`src/rtl/pipeline_sequencer_if.sv`:
```
`default_nettype none
// ============================================================================
// Module   : pipeline_sequencer_if
// Purpose  : Control/status and stage start/done bundle of the sequencer.
// Revision : 1.0 - initial release
// ============================================================================
interface pipeline_sequencer_if #(
  parameter int CNT_W = 16
);
  logic             enable;
  logic             continuous;
  logic             trigger;
  logic             err_clr;
  logic             samples_valid;
  logic             fft_done;
  logic             fe_done;
  logic             nn_done;
  logic             fft_start;
  logic             fe_start;
  logic             nn_start;
  logic             frame_done;
  logic             busy;
  logic             overrun;
  logic             timeout;
  logic [1:0]       err_stage;
  logic [CNT_W-1:0] frame_count;
  logic [2:0]       state;

  modport master (
    input  enable, continuous, trigger, err_clr, samples_valid,
           fft_done, fe_done, nn_done,
    output fft_start, fe_start, nn_start, frame_done, busy,
           overrun, timeout, err_stage, frame_count, state
  );

  modport slave (
    output enable, continuous, trigger, err_clr, samples_valid,
           fft_done, fe_done, nn_done,
    input  fft_start, fe_start, nn_start, frame_done, busy,
           overrun, timeout, err_stage, frame_count, state
  );
endinterface
`default_nettype wire

```
`src/rtl/pipeline_sequencer.sv`:
```
`default_nettype none
// ============================================================================
// Module   : pipeline_sequencer
// Purpose  : Per-frame FFT -> FE -> NN sequencer; optional per-stage watchdog
//            built when PIPELINE_SEQ_WDT_EN is defined.
// Revision : 1.0 - initial release
// ============================================================================
module pipeline_sequencer #(
  parameter int WDT_CYCLES = 4096,
  parameter int CNT_W      = 16
) (
  input  logic                 clk,
  input  logic                 rst_n,
  pipeline_sequencer_if.master seq_if
);

  typedef enum logic [2:0] {
    ST_IDLE  = 3'd0,
    ST_ARMED = 3'd1,
    ST_FFT   = 3'd2,
    ST_FE    = 3'd3,
    ST_NN    = 3'd4,
    ST_DONE  = 3'd5
  } state_e;

  if (WDT_CYCLES < 2) begin : g_wdt_param_check
    $error("pipeline_sequencer: WDT_CYCLES must be at least 2");
  end

  state_e           state_q, state_d;
  logic             sv_q;
  logic             fft_start_q, fft_start_d;
  logic             fe_start_q,  fe_start_d;
  logic             nn_start_q,  nn_start_d;
  logic             overrun_q;
  logic [CNT_W-1:0] frame_count_q;

  logic             w_sv_rise;
  logic             w_in_stage;
  logic             w_busy;
  logic             w_stage_done;
  logic             w_wdt_expire;

  assign w_sv_rise    = seq_if.samples_valid & ~sv_q;
  assign w_in_stage   = (state_q == ST_FFT) | (state_q == ST_FE) | (state_q == ST_NN);
  assign w_busy       = w_in_stage | (state_q == ST_DONE);
  assign w_stage_done = ((state_q == ST_FFT) & seq_if.fft_done) |
                        ((state_q == ST_FE)  & seq_if.fe_done)  |
                        ((state_q == ST_NN)  & seq_if.nn_done);

`ifdef PIPELINE_SEQ_WDT_EN
  localparam int         WDT_W         = $clog2(WDT_CYCLES);
  localparam logic [1:0] c_STAGE_NONE  = 2'd0;
  localparam logic [1:0] c_STAGE_FFT   = 2'd1;
  localparam logic [1:0] c_STAGE_FE    = 2'd2;
  localparam logic [1:0] c_STAGE_NN    = 2'd3;

  logic [WDT_W-1:0] wdt_q;
  logic             timeout_q;
  logic [1:0]       err_stage_q;
  logic [1:0]       w_stage_code;

  // A done pulse in the expiry cycle takes precedence over the timeout.
  assign w_wdt_expire = seq_if.enable & w_in_stage & ~w_stage_done &
                        (wdt_q == WDT_W'(WDT_CYCLES - 1));

  always_comb begin
    w_stage_code = c_STAGE_NONE;
    case (state_q)
      ST_FFT:  w_stage_code = c_STAGE_FFT;
      ST_FE:   w_stage_code = c_STAGE_FE;
      ST_NN:   w_stage_code = c_STAGE_NN;
      default: w_stage_code = c_STAGE_NONE;
    endcase
  end

  always_ff @(posedge clk or negedge rst_n) begin
    if (!rst_n) begin
      wdt_q <= '0;
    end else if ((state_d != state_q) || !w_in_stage) begin
      wdt_q <= '0;
    end else begin
      wdt_q <= wdt_q + WDT_W'(1);
    end
  end

  always_ff @(posedge clk or negedge rst_n) begin
    if (!rst_n) begin
      timeout_q   <= 1'b0;
      err_stage_q <= c_STAGE_NONE;
    end else if (w_wdt_expire) begin
      timeout_q   <= 1'b1;
      err_stage_q <= w_stage_code;
    end else if (seq_if.err_clr) begin
      timeout_q   <= 1'b0;
      err_stage_q <= c_STAGE_NONE;
    end
  end

  assign seq_if.timeout   = timeout_q;
  assign seq_if.err_stage = err_stage_q;
`else
  assign w_wdt_expire     = 1'b0;
  assign seq_if.timeout   = 1'b0;
  assign seq_if.err_stage = 2'd0;
`endif

  always_comb begin
    state_d     = state_q;
    fft_start_d = 1'b0;
    fe_start_d  = 1'b0;
    nn_start_d  = 1'b0;
    // Dropping enable abandons the frame: no starts, no count.
    if (!seq_if.enable && (state_q != ST_IDLE)) begin
      state_d = ST_IDLE;
    end else begin
      case (state_q)
        ST_IDLE: begin
          if (seq_if.enable && (seq_if.continuous || seq_if.trigger)) begin
            state_d = ST_ARMED;
          end
        end
        ST_ARMED: begin
          if (w_sv_rise) begin
            state_d     = ST_FFT;
            fft_start_d = 1'b1;
          end
        end
        ST_FFT: begin
          if (seq_if.fft_done) begin
            state_d    = ST_FE;
            fe_start_d = 1'b1;
          end else if (w_wdt_expire) begin
            state_d = ST_IDLE;
          end
        end
        ST_FE: begin
          if (seq_if.fe_done) begin
            state_d    = ST_NN;
            nn_start_d = 1'b1;
          end else if (w_wdt_expire) begin
            state_d = ST_IDLE;
          end
        end
        ST_NN: begin
          if (seq_if.nn_done) begin
            state_d = ST_DONE;
          end else if (w_wdt_expire) begin
            state_d = ST_IDLE;
          end
        end
        ST_DONE: begin
          state_d = seq_if.continuous ? ST_ARMED : ST_IDLE;
        end
        default: state_d = ST_IDLE;
      endcase
    end
  end

  always_ff @(posedge clk or negedge rst_n) begin
    if (!rst_n) begin
      state_q     <= ST_IDLE;
      sv_q        <= 1'b0;
      fft_start_q <= 1'b0;
      fe_start_q  <= 1'b0;
      nn_start_q  <= 1'b0;
    end else begin
      state_q     <= state_d;
      sv_q        <= seq_if.samples_valid;
      fft_start_q <= fft_start_d;
      fe_start_q  <= fe_start_d;
      nn_start_q  <= nn_start_d;
    end
  end

  // Overrun set beats a simultaneous clear; the offending frame is dropped.
  always_ff @(posedge clk or negedge rst_n) begin
    if (!rst_n) begin
      overrun_q <= 1'b0;
    end else if (w_sv_rise && w_busy) begin
      overrun_q <= 1'b1;
    end else if (seq_if.err_clr) begin
      overrun_q <= 1'b0;
    end
  end

  always_ff @(posedge clk or negedge rst_n) begin
    if (!rst_n) begin
      frame_count_q <= '0;
    end else if (state_q == ST_DONE) begin
      frame_count_q <= frame_count_q + CNT_W'(1);
    end
  end

  assign seq_if.fft_start   = fft_start_q;
  assign seq_if.fe_start    = fe_start_q;
  assign seq_if.nn_start    = nn_start_q;
  assign seq_if.frame_done  = (state_q == ST_DONE);
  assign seq_if.busy        = w_busy;
  assign seq_if.overrun     = overrun_q;
  assign seq_if.frame_count = frame_count_q;
  assign seq_if.state       = state_q;

endmodule
`default_nettype wire

```
`src/flat_wrapper.sv`:
```
// flat-port wrapper written by rule: the top's interface ports become plain ports
module pipeline_sequencer_flat 
#(
  parameter int WDT_CYCLES = 4096,
  parameter int CNT_W      = 16
)
  (clk, rst_n, seq_if_enable, seq_if_continuous, seq_if_trigger, seq_if_err_clr, seq_if_samples_valid, seq_if_fft_done, seq_if_fe_done, seq_if_nn_done, seq_if_fft_start, seq_if_fe_start, seq_if_nn_start, seq_if_frame_done, seq_if_busy, seq_if_overrun, seq_if_timeout, seq_if_err_stage, seq_if_frame_count, seq_if_state);
  pipeline_sequencer_if #(.CNT_W(CNT_W)) seq_if_i ();
  input  logic clk;
  input  logic rst_n;
  input wire logic [$bits(seq_if_i.enable)-1:0] seq_if_enable;
  input wire logic [$bits(seq_if_i.continuous)-1:0] seq_if_continuous;
  input wire logic [$bits(seq_if_i.trigger)-1:0] seq_if_trigger;
  input wire logic [$bits(seq_if_i.err_clr)-1:0] seq_if_err_clr;
  input wire logic [$bits(seq_if_i.samples_valid)-1:0] seq_if_samples_valid;
  input wire logic [$bits(seq_if_i.fft_done)-1:0] seq_if_fft_done;
  input wire logic [$bits(seq_if_i.fe_done)-1:0] seq_if_fe_done;
  input wire logic [$bits(seq_if_i.nn_done)-1:0] seq_if_nn_done;
  output wire logic [$bits(seq_if_i.fft_start)-1:0] seq_if_fft_start;
  output wire logic [$bits(seq_if_i.fe_start)-1:0] seq_if_fe_start;
  output wire logic [$bits(seq_if_i.nn_start)-1:0] seq_if_nn_start;
  output wire logic [$bits(seq_if_i.frame_done)-1:0] seq_if_frame_done;
  output wire logic [$bits(seq_if_i.busy)-1:0] seq_if_busy;
  output wire logic [$bits(seq_if_i.overrun)-1:0] seq_if_overrun;
  output wire logic [$bits(seq_if_i.timeout)-1:0] seq_if_timeout;
  output wire logic [$bits(seq_if_i.err_stage)-1:0] seq_if_err_stage;
  output wire logic [$bits(seq_if_i.frame_count)-1:0] seq_if_frame_count;
  output wire logic [$bits(seq_if_i.state)-1:0] seq_if_state;
  assign seq_if_i.enable = seq_if_enable;
  assign seq_if_i.continuous = seq_if_continuous;
  assign seq_if_i.trigger = seq_if_trigger;
  assign seq_if_i.err_clr = seq_if_err_clr;
  assign seq_if_i.samples_valid = seq_if_samples_valid;
  assign seq_if_i.fft_done = seq_if_fft_done;
  assign seq_if_i.fe_done = seq_if_fe_done;
  assign seq_if_i.nn_done = seq_if_nn_done;
  assign seq_if_fft_start = seq_if_i.fft_start;
  assign seq_if_fe_start = seq_if_i.fe_start;
  assign seq_if_nn_start = seq_if_i.nn_start;
  assign seq_if_frame_done = seq_if_i.frame_done;
  assign seq_if_busy = seq_if_i.busy;
  assign seq_if_overrun = seq_if_i.overrun;
  assign seq_if_timeout = seq_if_i.timeout;
  assign seq_if_err_stage = seq_if_i.err_stage;
  assign seq_if_frame_count = seq_if_i.frame_count;
  assign seq_if_state = seq_if_i.state;
  pipeline_sequencer #(.WDT_CYCLES(WDT_CYCLES), .CNT_W(CNT_W)) u_core (.clk(clk), .rst_n(rst_n), .seq_if(seq_if_i));
endmodule
```
`config.mk`:
```
export PLATFORM = sky130hd
export DESIGN_NAME = pipeline_sequencer_flat
export DESIGN_NICKNAME = d
export VERILOG_FILES = /design/src/rtl/pipeline_sequencer_if.sv /design/src/rtl/pipeline_sequencer.sv /design/src/flat_wrapper.sv
export SDC_FILE = /design/constraint.sdc
export NUM_CORES = 1
export LEC_CHECK = 0
export ABC_AREA = 0
export ABC_CLOCK_PERIOD_IN_PS = 4850
export CAP_MARGIN = 40
export CELL_PAD_IN_SITES_DETAIL_PLACEMENT = 0
export CELL_PAD_IN_SITES_GLOBAL_PLACEMENT = 1
export CORE_MARGIN = 2
export CORE_UTILIZATION = 37
export CTS_CLUSTER_SIZE = 10
export DETAILED_ROUTE_END_ITERATION = 10
export PLACE_DENSITY_LB_ADDON = 0.1
export SYNTH_ARGS = -nofsm -noshare
export SYNTH_HDL_FRONTEND = slang
export SYNTH_SLANG_ARGS = --single-unit
```
`constraint.sdc`:
```
create_clock -name clk -period 4.85 [get_ports clk]
set_clock_uncertainty 0.2 [all_clocks]
set_input_delay 0.485 -clock clk [delete_from_list [all_inputs] [get_ports clk]]
set_output_delay 0.485 -clock clk [all_outputs]
set_load 0.02 [all_outputs]
```
==> out/metrics.sh, run 1 <==
OUTCOME='finished clean'
DPL_CELL_AREA_UM2=1580
POWER_DENSITY_nW_PER_UM2=364.8
SEQ_AREA_FRAC_SYNTH=0.5101
DRC_MARKER_COUNT_FROM_THE_FIRST_DETAILED_ROUTE_ITERATION=19
DIE_X_UM=60.41
INITIAL_CORE_UTILIZATION=0.3888
WORSTSETUPPATHTYPE='flip-flop to primary output'
WORSTPATHARRIVAL_NS=2.10
SYN_AVG_CELL_AREA_UM2=11.00
DRT_PRE_ANTENNA_ITERS=4
YS_WARN_COUNT=0
POSTCTSHOLDBUFS=0
LAYOUT-DRIVE-GT1-SHARE=0.1042
FLOORPLAN.IO_PINS=38
SYN-CELL-AREA_UM2=1177
YS.FLOP_TYPE='dfrtp_1'
MET1_USAGE=0.2040
HOLD_START='u_core.seq_if.frame_count[15]$_DFFE_PN0N_'
GP_CONGESTION=0.7271
GLOBAL_ROUTE.USAGE.MET2=0.2283
CLOCKROOTBUFFER='clkbuf_4'
SYNTH.LIB_CELLS_USED.DISTINCT=35
SYNTH_ENABLE_FLOP_CELLS=0
GLOBALROUTE.TOTALOVERFLOW=0
LAUNCHING_INSTANCE_OR_PORT_OF_THE_CRITICAL_PATH='u_core.seq_if.state[2]$_DFFE_PN0P_'
LAYOUT.CELL_AREA.NON_FILLER_UM2=1617
RELSLEWSLACK=0.6307
MAX_CAP_VIOLATIONS=0
POST-SYNTH-TOP-AREA-CELL='dfrtp_1'
FP.DIEAREA_UM2=3649
FIN_TOTAL_PWR_mW=0.5896
DESIGN.CORE.AREA_UM2=3028
NETLIST_TOP_CELLS_COUNT='24 x dfrtp_1, 9 x nand2_1, 9 x nand3_1'
CTS_TREE='built'
NUM-NETS-FINAL=156
WORSTMARGINPINSLEW_NS=0.5488
WORST_R2R_STARTPOINT='u_core.seq_if.state[0]$_DFFE_PN0P_'
ANTENNA-DIODE-COUNT=0
CLOCK_SINK_COUNT=24
FINALSETUPTNS_NS=0
FINAL_MIN_PERIOD_OVER_CLOCK_PERIOD=0.5747
NUMBER_OF_HOLD_SLACK_VIOLATIONS_IN_THE_FINAL_TIMING_REPORT=0
CRIT_REQUIRED_NS=4.16
CRIT_PATH_MAX_FANOUT=8
GLOBAL_ROUTE.USAGE.MET3=0.02985
SYN_INST=107
CTS-BUFFERS-INSERTED=3
FINALWIRELENGTH_MM=2.453
CLK-INSERTION-DELAY-LATE_NS=0.33
POST_DRT_VIA_CELL_RATIO=4.766
GROUTE.USAGE.OVERALL=0.1498
POST-SYNTH-TOP-COUNT-CELL='dfrtp_1'
CTS_MAX_PATH_BUFFERS=2
POSTSYNTHREGISTERBITS=24
GRT_FIRST_PASS_WIRELENGTH_MM=3.960
NUMBER_OF_ANTENNA_VIOLATIONS_AT_THE_FIRST_CHECK_IN_GLOBAL_ROUTING=0
TOP_AREA_CELL_TYPE_SHARE_OF_THE_NETLIST_AREA=0.5101
FINALMAXSLEWVIOLATIONS=0
START_KIND='flip-flop'
CTS_H_TREE_DEPTH=1
DR_TOTAL_VIAS=896
BUSIEST_LAYER='met2'
LARGEST_NET_DEGREE_AT_THE_START_OF_GLOBAL_ROUTING=16
LAYOUT_MIN_CYCLE_TIME_NS=2.787
DRC=0
SYNTH_AREA_LEADERS='dfrtp_1 51%, xnor2_1 6.0%, xor2_1 6.0%, nand3_1 3.8%, nand2_1 2.9%'
SETUP_VIOL_COUNT_FINAL=0
POSTROUTEANTENNANETS=0
PORT_BUFFERS=34
CTS.REPAIR_TIMING.SETUP_BUFFER_COUNT=0
POST_CTS.RESIZED_INSTANCES=0
SYN_TO_FINAL_GROWTH_PCT=37.30
ENDPOINT_KIND='primary output'
WORST_IR_DROP_ON_VDD_V=0.0001726
MAX_FREQ_MHz=358.8
LEAKAGE_nW=0.7654
TIMING.HOLD.WORST.CLASS='flip-flop to flip-flop'
DP_HPWL_MM=1.862
GRT_SETUP_UNREPAIRED='false'
FP.DIEH_UM=60.41
FP-ROW-COUNT=20
GRT_PASS1_VIAS=861
ASYNC_FLOP_SHARE=1.000
AVGROUTEDWIREPERCELL_UM=13.05
CLK_PIN_SLEW_NS=0.14
-- final cells by class --
| type | count | area (µm²) |
|---|---|---|
| tap | 44 | 55.05 |
| sequential | 24 | 600.6 |
| multi-input combinational | 75 | 534.3 |
| clock buffer | 4 | 36.28 |
| inverter | 6 | 22.52 |
| fill | 275 | 1411 |
| timing repair buffer | 35 | 367.9 |
-- layout by cell type (no fill, tap or decap), drive strengths merged, types with 2 or more instances in the layout --
cell type,synthesis,layout
clkdlybuf4s50,0,34
dfrtp,24,24
nand3,10,10
nand2,9,9
xnor2,8,8
xor2,8,8
nor2,7,7
inv,6,6
nor3,5,5
clkbuf,0,4
conb,1,3
nor2b,2,2
and3,2,2
nor4,2,2
or3,2,2
-- metal layers --
layer,part of all wire,vias to the layer above
li1,-,435
met1,0.48,429
met2,0.44,27
met3,0.054,5
met4,0.022,0
met5,0,-
-- per-stage QoR --
step                utilization  worst slack (ns)  hold WS [ns]  instances
floorplan                     -             2.959      -0.01059        109
global placement         0.5128             2.451        0.2553        183
detailed placement       0.5219             2.451        0.2650        184
CTS                      0.5339             2.039        0.2841        188
global route             0.5339             1.913        0.2910        188
finish                   0.5339             2.063        0.2794        188
-- cells by family (layout without fill, tap and decap cells) --
| family | count (synthesis) | after routing | synth area share |
|---|---|---|---|
| other | 1 | 3 | 0.003185 |
| adders and majority gates | 2 | 2 | 0.01913 |
| xor gates and xnor gates | 16 | 16 | 0.1190 |
| and+or+nand+nor | 45 | 45 | 0.2274 |
| buffers and inverters | 10 | 45 | 0.04250 |
| DFF | 24 | 24 | 0.5101 |
| muxes | 2 | 2 | 0.01807 |
| AOI/OAI and AO/OA | 7 | 7 | 0.06058 |
-- registers in the layout, indices dropped and copies added (netlist names) --
name / cells
u_core.seq_if.fe_start: 1
u_core.sv_q: 1
u_core.seq_if.frame_count: 16
u_core.seq_if.overrun: 1
u_core.seq_if.nn_start: 1
u_core.seq_if.state: 3
u_core.seq_if.fft_start: 1
-- worst paths after layout --
path	end	slack (ns)	depth (start not counted)
worst max-delay path	seq_if_frame_done	2.06	4
worst min-delay path	u_core.seq_if.frame_count[15]$_DFFE_PN0N_	0.28	1
worst max register to register	u_core.seq_if.frame_count[10]$_DFFE_PN0N_	2.79	4
worst min register to register	u_core.seq_if.frame_count[15]$_DFFE_PN0N_	0.28	1
max in group asynchronous	u_core.seq_if.frame_count[7]$_DFFE_PN0N_	3.70	2
min in group asynchronous	u_core.seq_if.state[0]$_DFFE_PN0P_	0.29	1
-- worst max-delay path, cell delays in order, from the launching register on --
cell	delay (ns)
dfrtp_1	0.52
nor2b_1	0.37
nand2_1	0.19
inv_1	0.09
clkdlybuf4s50_1	0.60
-- power by group --
| group | total [mW] | switching, mW | leakage [nW] | internal (mW) |
|---|---|---|---|---|
| sequential | 0.264 | 0.0425 | 0.328 | 0.222 |
| clock | 0.111 | 0.0645 | 0.0210 | 0.0460 |
| combinational | 0.215 | 0.105 | 0.417 | 0.110 |
(Power assumes the default switching activity.)
==> inputs of run 2 (changes only) <==
ABC_CLOCK_PERIOD_IN_PS = 2690   (was 4850)
CORE_UTILIZATION = 34   (was 37)
clock period = 2.69 ns   (was 4.85 ns; I/O delays follow)
==> run 2 against run 1 <==
Combinational power increased by 77%. Via count decreased by 1.8%. Final area decreased by 0.93%. Register-to-register slack got worse by 2.1 ns. Final cell count increased by 1.1%. Global-route usage decreased by 2.2 points. Die area increased by 8.2%. Largest cell class unchanged. Clock-buffer cell count unchanged. Non-clock buffer count unchanged. Critical endpoint unchanged. Power increased by 78%.
==> out/metrics.sh, run 2 (synthesized netlist as in run 1, its figures left out) <==
OUTCOME='finished clean'
CLK-INSERTION-DELAY-LATE_NS=0.32
AVGROUTEDWIREPERCELL_UM=12.27
POWER_DENSITY_nW_PER_UM2=656.2
LAYOUT-DRIVE-GT1-SHARE=0.1111
CLOCKROOTBUFFER='clkbuf_4'
LAYOUT_MIN_CYCLE_TIME_NS=2.458
CLOCK_SINK_COUNT=24
GP_CONGESTION=0.7447
DRT_PRE_ANTENNA_ITERS=4
DP_HPWL_MM=1.709
FINAL_CORE_UTIL=0.4799
FINALWIRELENGTH_MM=2.331
POSTROUTEANTENNANETS=0
FP.DIEH_UM=62.85
PORT_BUFFERS=34
LAYOUT_COMMONEST_CELL='clkdlybuf4s50_1'
GRT_PASS1_VIAS=838
DR_TOTAL_VIAS=880
LAYOUT.CELL_AREA.NON_FILLER_UM2=1602
TIMING.HOLD.WORST.CLASS='input port to async pin'
MAX_FREQ_MHz=406.8
DESIGN.CORE.AREA_UM2=3337
FP.DIEAREA_UM2=3949
NUMBER_OF_ANTENNA_VIOLATIONS_AT_THE_FIRST_CHECK_IN_GLOBAL_ROUTING=0
CLK_PIN_SLEW_NS=0.14
FLOORPLAN.IO_PINS=38
FP-ROW-COUNT=21
FINALSETUPTNS_NS=0
CTS-BUFFERS-INSERTED=3
ENDPOINT_KIND='primary output'
MOST_FREQUENT_CELLS_IN_THE_LAYOUT='34 x clkdlybuf4s50_1, 24 x dfrtp_1, 9 x nand2_1, 9 x nand3_1'
DPL_CELL_AREA_UM2=1563
GROUTE.USAGE.OVERALL=0.1280
CTS.REPAIR_TIMING.SETUP_BUFFER_COUNT=0
CRIT_REQUIRED_NS=2.22
POST_CTS.RESIZED_INSTANCES=0
LARGEST_NET_DEGREE_AT_THE_START_OF_GLOBAL_ROUTING=25
RELSLEWSLACK=0.6465
START_KIND='flip-flop'
INITIAL_CORE_UTILIZATION=0.3528
ANTENNA-DIODE-COUNT=0
GLOBALROUTE.TOTALOVERFLOW=0
FINAL_MIN_PERIOD_OVER_CLOCK_PERIOD=0.9138
NUM-NETS-FINAL=156
CTS_TREE='built'
GRT_FIRST_PASS_WIRELENGTH_MM=4.015
WORSTPATHARRIVAL_NS=1.99
DRC=0
WORSTMARGINPINSLEW_NS=0.5302
CTS_MAX_PATH_BUFFERS=2
GRT_SETUP_UNREPAIRED='false'
LEAKAGE_nW=0.7575
CTS_H_TREE_DEPTH=1
POSTCTSHOLDBUFS=0
FINALMAXSLEWVIOLATIONS=0
DIE_X_UM=62.85
WORST_IR_DROP_ON_VDD_V=0.0003107
SETUP_VIOL_COUNT_FINAL=0
LARGEST_REGISTER_FF_COUNT=16
POST_DRT_VIA_CELL_RATIO=4.632
CRIT_PATH_MAX_FANOUT=8
NUMBER_OF_HOLD_SLACK_VIOLATIONS_IN_THE_FINAL_TIMING_REPORT=0
R2R_SLACK_NS=0.69
SYN_TO_FINAL_GROWTH_PCT=36.03
WORSTSETUPPATHTYPE='flip-flop to primary output'
FINISH.CELL_COUNT_WITHOUT_FILLERS=190
FIN_TOTAL_PWR_mW=1.051
DRC_MARKER_COUNT_FROM_THE_FIRST_DETAILED_ROUTE_ITERATION=23
PLACED_CELLS=186
MAX_CAP_VIOLATIONS=0
[run 2: cell types whose count changed in the layout (fill, tap and decap cells not counted)]
| cell | previous run | this run |
|---|---|---|
| buf_4 | 0 | 1 |
| nor2b_2 | 0 | 1 |
| buf_16 | 1 | 0 |
| nor2b_1 | 2 | 1 |
[run 2: critical path, stage by stage (launching register included)]
cell             delay, ns
dfrtp_1               0.52
nor2b_2               0.33
nand2_1               0.15
inv_1                 0.09
clkdlybuf4s50_1       0.60
[run 2: metal layers]
metal  vias to the layer above  routed length (µm)  track usage  share of wire
met5                         -                   0            0              0
met4                         0                  19      0.05000         0.0082
met3                         2                 125      0.03243          0.054
met2                        20                1022       0.1855           0.44
met1                       423                1164       0.1825           0.50
li1                        435                   -            -              -
[run 2: stage by stage]
stage	setup slack, ns	hold slack, ns
5_1_grt	0.06708	0.1137
2_1_floorplan	0.9552	-0.2266
4_1_cts	0.08907	0.09494
3_5_place_dp	0.4736	0.2793
6_report	0.2318	0.08267
3_3_place_gp	0.5010	0.2563
[run 2: path summary, 6_finish.rpt]
path | startpoint | endpoint | cells after the start
min in group clk | seq_if_samples_valid | u_core.sv_q$_DFF_PN0_ | 1
hold / removal | rst_n | u_core.seq_if.frame_count[9]$_DFFE_PN0N_ | 2
max in group asynchronous | rst_n | u_core.seq_if.frame_count[2]$_DFFE_PN0N_ | 2
setup reg to reg | u_core.seq_if.state[0]$_DFFE_PN0P_ | u_core.seq_if.frame_count[10]$_DFFE_PN0N_ | 4
setup / recovery | u_core.seq_if.state[2]$_DFFE_PN0P_ | seq_if_frame_done | 4
hold reg to reg | u_core.seq_if.frame_count[15]$_DFFE_PN0N_ | u_core.seq_if.frame_count[15]$_DFFE_PN0N_ | 1
[run 2: where the power goes]
part	switching [mW]	total (mW)	leakage (nW)	internal [mW]
Sequential	0.0784	0.478	0.328	0.399
Combinational	0.186	0.381	0.409	0.194
Clock	0.110	0.192	0.0210	0.0827
[run 2: final cells by class]
type / instances / area, µm²
Clock buffer: 4 / 36.28
Fill cell: 357 / 1735
Inverter: 6 / 22.52
Multi-Input combinational cell: 75 / 536.8
Sequential cell: 24 / 600.6
Tap cell: 46 / 57.56
Timing Repair Buffer: 35 / 347.8
==> inputs of run 3 (changes only) <==
ABC_AREA = 1   (was 0)
ABC_CLOCK_PERIOD_IN_PS = 3000   (was 2690)
CORE_UTILIZATION = 36   (was 34)
clock period = 3 ns   (was 2.69 ns; I/O delays follow)
==> run 3 against run 2 <==
Worst hold slack better by 0.11 ns. Critical path depth did not move. Register-to-register slack better by 0.62 ns.
==> out/metrics.sh, run 3 <==
DR_TOTAL_VIAS=1166
FINALMAXSLEWVIOLATIONS=0
START_KIND='flip-flop'
LARGEST_NET_DEGREE_AT_THE_START_OF_GLOBAL_ROUTING=25
SEQ_AREA_FRAC_SYNTH=0.4537
DIE_X_UM=64.64
R2R_SLACK_NS=1.31
DP_HPWL_MM=2.284
SYN-CELL-AREA_UM2=1324
CTS.REPAIR_TIMING.SETUP_BUFFER_COUNT=0
TOP_AREA_CELL_TYPE_SHARE_OF_THE_NETLIST_AREA=0.4537
YS_WARN_COUNT=0
WORST_IR_DROP_ON_VDD_V=0.0003823
FP.DIEAREA_UM2=4178
CRIT_PATH_TOP_DELAY_CELL='clkdlybuf4s50_1'
POST-SYNTH-TOP-COUNT-CELL='nand2_1'
CTS_TREE='built'
SYNTH.LIB_CELLS_USED.DISTINCT=21
POSTSYNTHREGISTERBITS=24
SEQUENTIAL_CELL_AREA_UM2=600.6
CLOCK_SINK_COUNT=24
LAYOUT.CELL_AREA.NON_FILLER_UM2=1743
OUTCOME='finished clean'
POST-SYNTH-TOP-AREA-CELL='dfrtp_1'
FP.DIEH_UM=64.64
SYN_AVG_CELL_AREA_UM2=7.652
DRC=0
SYN_INST=173
AREA_OF_COMBINATIONAL_CELLS_WITH_MULTIPLE_INPUTS_UM2=599.3
CP_CELL_SEQUENCE='nor3_1, inv_1, nand4_1, clkdlybuf4s50_1'
POST_CTS.RESIZED_INSTANCES=0
FP-ROW-COUNT=22
LAYOUT_MIN_CYCLE_TIME_NS=2.381
CRIT_REQUIRED_NS=2.50
POSTCTSHOLDBUFS=0
POWER_DENSITY_nW_PER_UM2=594.8
ENDPOINT_KIND='primary output'
LARGEST_REGISTER_FF_COUNT=16
POSTROUTEANTENNANETS=0
ANTENNA-DIODE-COUNT=0
CTS_MAX_PATH_BUFFERS=2
NUMBER_OF_ANTENNA_VIOLATIONS_AT_THE_FIRST_CHECK_IN_GLOBAL_ROUTING=0
FINAL_MIN_PERIOD_OVER_CLOCK_PERIOD=0.7937
DRT_PRE_ANTENNA_ITERS=4
DESIGN.CORE.AREA_UM2=3606
CLK_PIN_SLEW_NS=0.08
MOST_FREQUENT_CELLS_IN_THE_LAYOUT='47 x nand2_1, 34 x clkdlybuf4s50_1, 24 x inv_1, 24 x dfrtp_1, 21 x nor2_1'
YS.FLOP_TYPE='dfrtp_1'
CRITICAL_PATH.TOP_DELAY_FAMILY='buffers and inverters'
MAX_FREQ_MHz=420.0
GRT_FIRST_PASS_WIRELENGTH_MM=5.009
INITIAL_CORE_UTILIZATION=0.3671
TIMING.CRITICAL_PATH.BUF_INV=2
PLACE_WORST_SETUP_SLACK_NS=0.9170
DRC_MARKER_COUNT_FROM_THE_FIRST_DETAILED_ROUTE_ITERATION=94
AVGROUTEDWIREPERCELL_UM=11.04
GROUTE.USAGE.OVERALL=0.1527
POST_DRT_VIA_CELL_RATIO=4.555
CTS_H_TREE_DEPTH=1
LEAKAGE_nW=0.8363
SYNTH_ENABLE_FLOP_CELLS=0
CLOCKROOTBUFFER='clkbuf_8'
FINALWIRELENGTH_MM=2.827
LAYOUT-DRIVE-GT1-SHARE=0.05769
CLK-INSERTION-DELAY-LATE_NS=0.26
NETLIST_TOP_CELLS_COUNT='47 x nand2_1, 24 x dfrtp_1, 24 x inv_1'
WORSTSETUPPATHTYPE='flip-flop to primary output'
WORST_SETUP_SLACK_FINAL_NS=0.6188
TIMING.HOLD.WORST.CLASS='input port to async pin'
SETUP_VIOL_COUNT_FINAL=0
DPL_CELL_AREA_UM2=1702
GLOBALROUTE.TOTALOVERFLOW=0
CRIT_PATH_MAX_FANOUT=9
FLOORPLAN.IO_PINS=38
WORSTPATHARRIVAL_NS=1.88
FILLCELLCOUNT=383
GRT_SETUP_UNREPAIRED='false'
NUMBER_OF_HOLD_SLACK_VIOLATIONS_IN_THE_FINAL_TIMING_REPORT=0
NUM-NETS-FINAL=221
GRT_PASS1_VIAS=1180
MAX_CAP_VIOLATIONS=0
SYN_TO_FINAL_GROWTH_PCT=31.66
CTS-BUFFERS-INSERTED=3
GP_CONGESTION=0.8195
WORST_PATH_LARGEST_CELL_DELAY_NS=0.63
FINALSETUPTNS_NS=0
SYNTH_AREA_LEADERS='dfrtp_1 45%, nand2_1 13%, inv_1 6.8%, nor2_1 6.0%, xor2_1 4.6%'
ASYNC_FLOP_SHARE=1.000
LAYOUT_COMMONEST_CELL='nand2_1'
PORT_BUFFERS=34
[run 3: cell count changes in the layout (fill, tap and decap cells not counted), moves of 5 or more]
cell / previous run / this run
inv_1: 6 / 24
nand2_1: 9 / 47
nor2_1: 7 / 21
o21ai_0: 1 / 6
[run 3: cell families after synthesis]
kind of cell | count (synthesis) | share of synthesized area
buffers and inverters | 30 | 0.09925
AOI/OAI and AO/OA | 8 | 0.03024
adders and majority gates | 1 | 0.009450
xor gates and xnor gates | 11 | 0.07278
other | 1 | 0.002833
DFF | 24 | 0.4537
and+or+nand+nor | 98 | 0.3318
[run 3: final timing paths]
path | endpoint | cells past startpoint | startpoint
max in group asynchronous | u_core.seq_if.state[2]$_DFFE_PN0P_ | 2 | rst_n
hold reg to reg | u_core.seq_if.frame_count[3]$_DFFE_PN0N_ | 1 | u_core.seq_if.frame_count[3]$_DFFE_PN0N_
min in group clk | u_core.sv_q$_DFF_PN0_ | 1 | seq_if_samples_valid
setup / recovery | seq_if_busy | 4 | u_core.seq_if.state[0]$_DFFE_PN0P_
setup reg to reg | u_core.seq_if.frame_count[12]$_DFFE_PN0N_ | 6 | u_core.seq_if.frame_count[1]$_DFFE_PN0N_
hold / removal | u_core.seq_if.frame_count[4]$_DFFE_PN0N_ | 2 | rst_n
[run 3: area by class of cell]
cell class,instances,area share
flip-flops and latches,24,0.3446
repair buffers,35,0.1996
multi-input cells,121,0.3439
well taps,48,0.03446
inverters,25,0.05384
clock buffers,3,0.02369
[run 3: report_power, final]
group | switching (mW) | leakage, nW | internal, mW
registers | 0.0596 | 0.327 | 0.366
clock network | 0.0968 | 0.0216 | 0.0897
logic | 0.250 | 0.488 | 0.175
[run 3: per-layer routing]
metal | global-route usage | wire (µm) | part of all wire
met3 | 0.01910 | 82 | 0.029
met2 | 0.2721 | 1501 | 0.53
met1 | 0.1821 | 1162 | 0.41
met4 | 0.07181 | 81 | 0.029
met5 | 0 | 0 | 0
[run 3: metrics by stage]
step | hold slack (ns) | std cells | util | total power, mW
after global placement | 0.2898 | 253 | 0.4719 | 0.8613
after detailed placement | 0.3081 | 253 | 0.4719 | 0.8603
after floorplan | -0.1956 | 175 | - | 0.6957
after global routing | 0.2110 | 256 | 0.4833 | 1.113
after CTS | 0.2051 | 256 | 0.4833 | 1.054
final | 0.1940 | 256 | 0.4833 | 1.037
